[src/rtl/switch_press_counter_pkg.sv]
// Board-level constants shared by every debounced push-button input.
package switch_press_counter_pkg;

  localparam int CLK_FREQ_HZ = 25_000_000;
  localparam int DEBOUNCE_MS = 10;

  function automatic int debounce_cycles(input int freq_hz, input int ms);
    return (freq_hz / 1000) * ms;
  endfunction

  localparam int DEBOUNCE_LIMIT_DEF = debounce_cycles(CLK_FREQ_HZ, DEBOUNCE_MS);

endpackage

[src/rtl/debounce_switch.sv]
// Two-flop synchroniser plus stable-count filter for one raw push-button.
module debounce_switch
  import switch_press_counter_pkg::*;
#(
  parameter int DEBOUNCE_LIMIT = DEBOUNCE_LIMIT_DEF
) (
  input  logic i_Clk,
  input  logic i_Rst_L,
  input  logic i_Switch,
  output logic o_Switch
);

  localparam int CW = $clog2(DEBOUNCE_LIMIT);
  localparam logic [CW-1:0] CNT_LAST = CW'(DEBOUNCE_LIMIT - 1);

  logic          r_Sync1;
  logic          r_Sync2;
  logic          r_Stable;
  logic [CW-1:0] r_Db_Cnt;

  // Any sample matching the accepted level restarts the run, so glitches never accumulate.
  always_ff @(posedge i_Clk) begin
    if (!i_Rst_L) begin
      r_Sync1  <= 1'b0;
      r_Sync2  <= 1'b0;
      r_Stable <= 1'b0;
      r_Db_Cnt <= '0;
    end else begin
      r_Sync1 <= i_Switch;
      r_Sync2 <= r_Sync1;
      if (r_Sync2 == r_Stable) begin
        r_Db_Cnt <= '0;
      end else if (r_Db_Cnt == CNT_LAST) begin
        r_Stable <= r_Sync2;
        r_Db_Cnt <= '0;
      end else begin
        r_Db_Cnt <= r_Db_Cnt + CW'(1);
      end
    end
  end

  assign o_Switch = r_Stable;

endmodule

[src/rtl/switch_press_counter.sv]
// Counts debounced button releases into an 8-bit wrapping count for the hex display.
module switch_press_counter
  import switch_press_counter_pkg::*;
#(
  parameter int DEBOUNCE_LIMIT = DEBOUNCE_LIMIT_DEF
) (
  input  logic       i_Clk,
  input  logic       i_Rst_L,
  input  logic       i_Switch,
  input  logic       i_Clear,
  output logic       o_Switch_Debounced,
  output logic       o_Press_Pulse,
  output logic [7:0] o_Count,
  output logic [3:0] o_Ones_Nibble,
  output logic [3:0] o_Tens_Nibble
);

  logic r_Stable;
  logic r_Stable_D;
  logic release_evt;

  debounce_switch #(.DEBOUNCE_LIMIT(DEBOUNCE_LIMIT)) u_debounce (
    .i_Clk   (i_Clk),
    .i_Rst_L (i_Rst_L),
    .i_Switch(i_Switch),
    .o_Switch(r_Stable)
  );

  assign release_evt = r_Stable_D & ~r_Stable;

  // Clear wins over a coincident release; that release is dropped.
  always_ff @(posedge i_Clk) begin
    if (!i_Rst_L) begin
      r_Stable_D    <= 1'b0;
      o_Count       <= 8'h00;
      o_Press_Pulse <= 1'b0;
    end else begin
      r_Stable_D <= r_Stable;
      if (i_Clear) begin
        o_Count       <= 8'h00;
        o_Press_Pulse <= 1'b0;
      end else if (release_evt) begin
        o_Count       <= o_Count + 8'd1;
        o_Press_Pulse <= 1'b1;
      end else begin
        o_Press_Pulse <= 1'b0;
      end
    end
  end

  assign o_Switch_Debounced = r_Stable;
  assign o_Ones_Nibble      = o_Count[3:0];
  assign o_Tens_Nibble      = o_Count[7:4];

endmodule

[config.mk]
export PLATFORM = sky130hd
export DESIGN_NAME = switch_press_counter
export DESIGN_NICKNAME = d
export VERILOG_FILES = /design/src/rtl/switch_press_counter_pkg.sv /design/src/rtl/debounce_switch.sv /design/src/rtl/switch_press_counter.sv
export SDC_FILE = /design/constraint.sdc
export NUM_CORES = 1
export LEC_CHECK = 0
export BUFFER_PORTS_ARGS = -buffer_cell sky130_fd_sc_hd__buf_4
export CORE_ASPECT_RATIO = 1.2
export CORE_UTILIZATION = 55
export DETAILED_ROUTE_END_ITERATION = 10
export GPL_TIMING_DRIVEN = 0
export PLACE_DENSITY_LB_ADDON = 0.2
export REMOVE_ABC_BUFFERS = 1
export SYNTH_ARGS = -nofsm -noshare
export SYNTH_HDL_FRONTEND = slang
export SYNTH_HIERARCHICAL = 1
export SYNTH_SLANG_ARGS = --single-unit
[constraint.sdc]
create_clock -name i_Clk -period 2.91 [get_ports i_Clk]
set_input_delay 0.1455 -clock i_Clk [delete_from_list [all_inputs] [get_ports i_Clk]]
set_output_delay 0.1455 -clock i_Clk [all_outputs]
set_load 0.005 [all_outputs]
==> key figures <==
Floorplanning
  • Die Y: 57.6 µm
  • Die ar.: 2780 µm²
  • Die X: 48.3 µm
  • Row Count: 19
  • Total core area: 2350 µm²
  • Starting Density: 60.1%
  • Io pins: 22

Clock tree
  • Clk slew on worst S/H paths: 80 ps
  • # clock sinks: 31
  • Clk root buf: clkbuf_4
  • CTS Buf Count: 5
  • H-tree Lvls: 2
  • Hold buffers post-CTS: 0
  • CTS tree: done
  • Resized Gates After CTS: 0
  • Setup bufs post-CTS: 0
  • Clk buf depth: 2
  • Worst-Skew Late Latency: 320 ps

STA
  • Clock Skew: 6.03 ps
  • Count of pins over their slew limit: 0
  • Slew margin rel.: 52.9%
  • Fmax: 0.553 GHz
  • RSZ-0062 raised after global routing: false
  • Setup_tns: 0 ps
  • Tcrit/Tclk final: 62.2%
  • Final min period: 1810 ps
  • Worst-Margin Slew: 706 ps
  • Final hold violation count: 0
  • Final setup violation count: 0

Route
  • Residual DRC: 0
  • Starting DRT DRC Count: 31
  • Vias: 1125
  • Initial DRT Pass Iterations: 4
  • Vias per std cell: 5.57
  • Routed wire per std cell: 12.1 µm
  • Final WL: 2440 µm
  • Routed Antenna Nets: 0

Yosys
  • Area share of the largest cell type after synthesis: 43.9%
  • Cells taking the most area after synthesis: dfxtp_1 (44%), xnor2_1 (8.7%), nor2_1 (6.1%), buf_4 (4.8%), nor4_1 (2.7%)
  • Synth Cell Area: 1420 µm²
  • EDFF count, synth: 0
  • Avg Inst Size Synth: 9.07 µm²
  • Cell taking the most area after synthesis: dfxtp_1
  • Ys Warns: 6
  • Dominant synthesized flop cell: dfxtp_1
  • Distinct cell type count after synthesis: 33
  • Seq cells post-synth: 31
  • Post-synthesis async set-or-reset flop share: 0%
  • Register area share after synthesis: 43.9%
  • Post-Syn Instances: 156

Worst setup path
  • CP peak stage delay: 610 ps
  • Critical path required time: 3090 ps
  • CP max FO: 18
  • Largest delay contributor family on the critical path: simple AND/OR/NAND/NOR gates
  • Critical path launch point type: flip-flop
  • Crit path arrival time: 1990 ps
  • CP Capture Type: flip-flop
  • Slowest CP cell: o21ai_2
  • WP buf/inv: 0
  • Worst path cell trace: nor4b_1, nand4b_1, o21ai_2, nor2_1
  • Crit Path Class: reg2reg

Hold path
  • Min-delay worst type: in2reg

Global route
  • Largest net degree at the start of global routing: 19
  • Total grt overflow: 0
  • Initial antenna violation count: 0
  • First-pass GRT wire length: 4320 µm
  • Vias in the first global route: 1030
  • GR Util All Layers: 21.0%

Cells and area
  • Fin cells: 202
  • Nets: 178
  • Layout cell share with drive strength beyond 1: 18.7%
  • Antenna diode count: 0
  • Layout area overhead: 10.7%

Place
  • Final HPWL DP: 1830 µm
  • Input/output buffers: 21
  • GPL Wtd Cong: 0.876
  • Placed cells: 196

Run status
  • Status: finished, final reports clean

Power and ir drop
  • Pleak: 0.536 nW
  • Power per cell area: 411 nW/µm²
  • Max VDD drop: 364 µV

Flow run
  • Max-cap viol count: 0
## layer usage
metal	vias to the layer above	part of all wire, %	global-route usage [%]
li1	566	-	-
met1	521	39	20.4
met2	34	54	38.0
met3	4	5.4	8.00
met4	0	1.3	12.6
met5	-	0	0
## cell usage after synthesis (2+ instances only)
cell type  instances
nor3_1             5
nand4_1            4
dfxtp_1           31
xor2_1             4
and2_1             3
o21a_1             2
nor4_1             6
clkbuf_1           2
nand3_1            7
nor4b_1            2
or4_1              3
xnor2_1           14
nand4b_1           2
ha_1               2
inv_1              6
nand2b_1           2
buf_4              9
or3_1              3
o31ai_1            3
nand2_1            4
o21ai_0            3
a21oi_1            6
nor2_1            23
## cells in the final DEF (no fill, tap or decap), drive strengths merged, types with 3 or more instances in the layout
cell    synthesis  final
dfxtp          31     31
nor2           23     23
buf            10     21
xnor2          14     14
nand3           7      7
a21oi           6      6
inv             6      6
nor4            6      6
clkbuf          2      6
nand4           6      6
nor3            5      5
nand2           5      5
xor2            4      4
o21ai           4      4
or3             4      4
and2            4      4
o31ai           3      3
or4             3      3
## cells by family after synthesis
logic type,count (synthesis),synth area share [%]
flops,31,43.9
compound gates,15,6.45
xor+xnor,18,11.1
simple gates,71,28.4
fa+ha+maj,2,1.77
buf+inv,18,7.69
mux,1,0.707
## worst paths after layout
| check | endpoint | slack (ps) | from | depth (start not counted) |
|---|---|---|---|---|
| worst max-delay path | u_debounce/r_Db_Cnt[15] | 1100 | u_debounce/r_Db_Cnt[7] | 4 |
| worst min-delay path | u_debounce/r_Sync1 | 30 | i_Switch | 2 |
| worst max register to register | u_debounce/r_Db_Cnt[15] | 1100 | u_debounce/r_Db_Cnt[7] | 4 |
| worst min register to register | u_debounce/r_Sync2 | 450 | u_debounce/r_Sync1 | 1 |
## state kept, by name, indices dropped and copies added, names as in the netlist
| name | count |
|---|---|
| u_debounce/r_Db_Cnt | 18 |
| o_Count | 8 |
| o_Press_Pulse | 1 |
| r_Stable_D | 1 |
| u_debounce/o_Switch | 1 |
| u_debounce/r_Sync1 | 1 |
| u_debounce/r_Sync2 | 1 |
## per-stage QoR
step	hold WS (ps)	utilization, %	setup WS (ps)	instance area, µm²	total power [mW]
2_1_floorplan	263	-	1400	1330	0.441
3_3_place_gp	355	64.8	1130	1530	0.446
3_5_place_dp	358	64.8	1100	1530	0.447
4_1_cts	7.89	66.6	1080	1570	0.660
5_1_grt	2.52	66.6	957	1570	0.678
6_report	30.9	66.6	1100	1570	0.644
## layout make-up
cell class / count / area, µm²
inverters: 6 / 22.5
flip-flops and latches: 31 / 621
repair buffers: 21 / 158
well taps: 31 / 38.8
clock buffers: 6 / 41.3
fillers: 198 / 787
multi-input cells: 107 / 686
## report_power, final
group / switching (mW) / internal, mW / total [mW]
clock network: 0.122 / 0.0856 / 0.207
registers: 0.00115 / 0.425 / 0.427
logic: 0.00557 / 0.00443 / 0.0100
No activity file was read; power rests on OpenSTA's default activity.
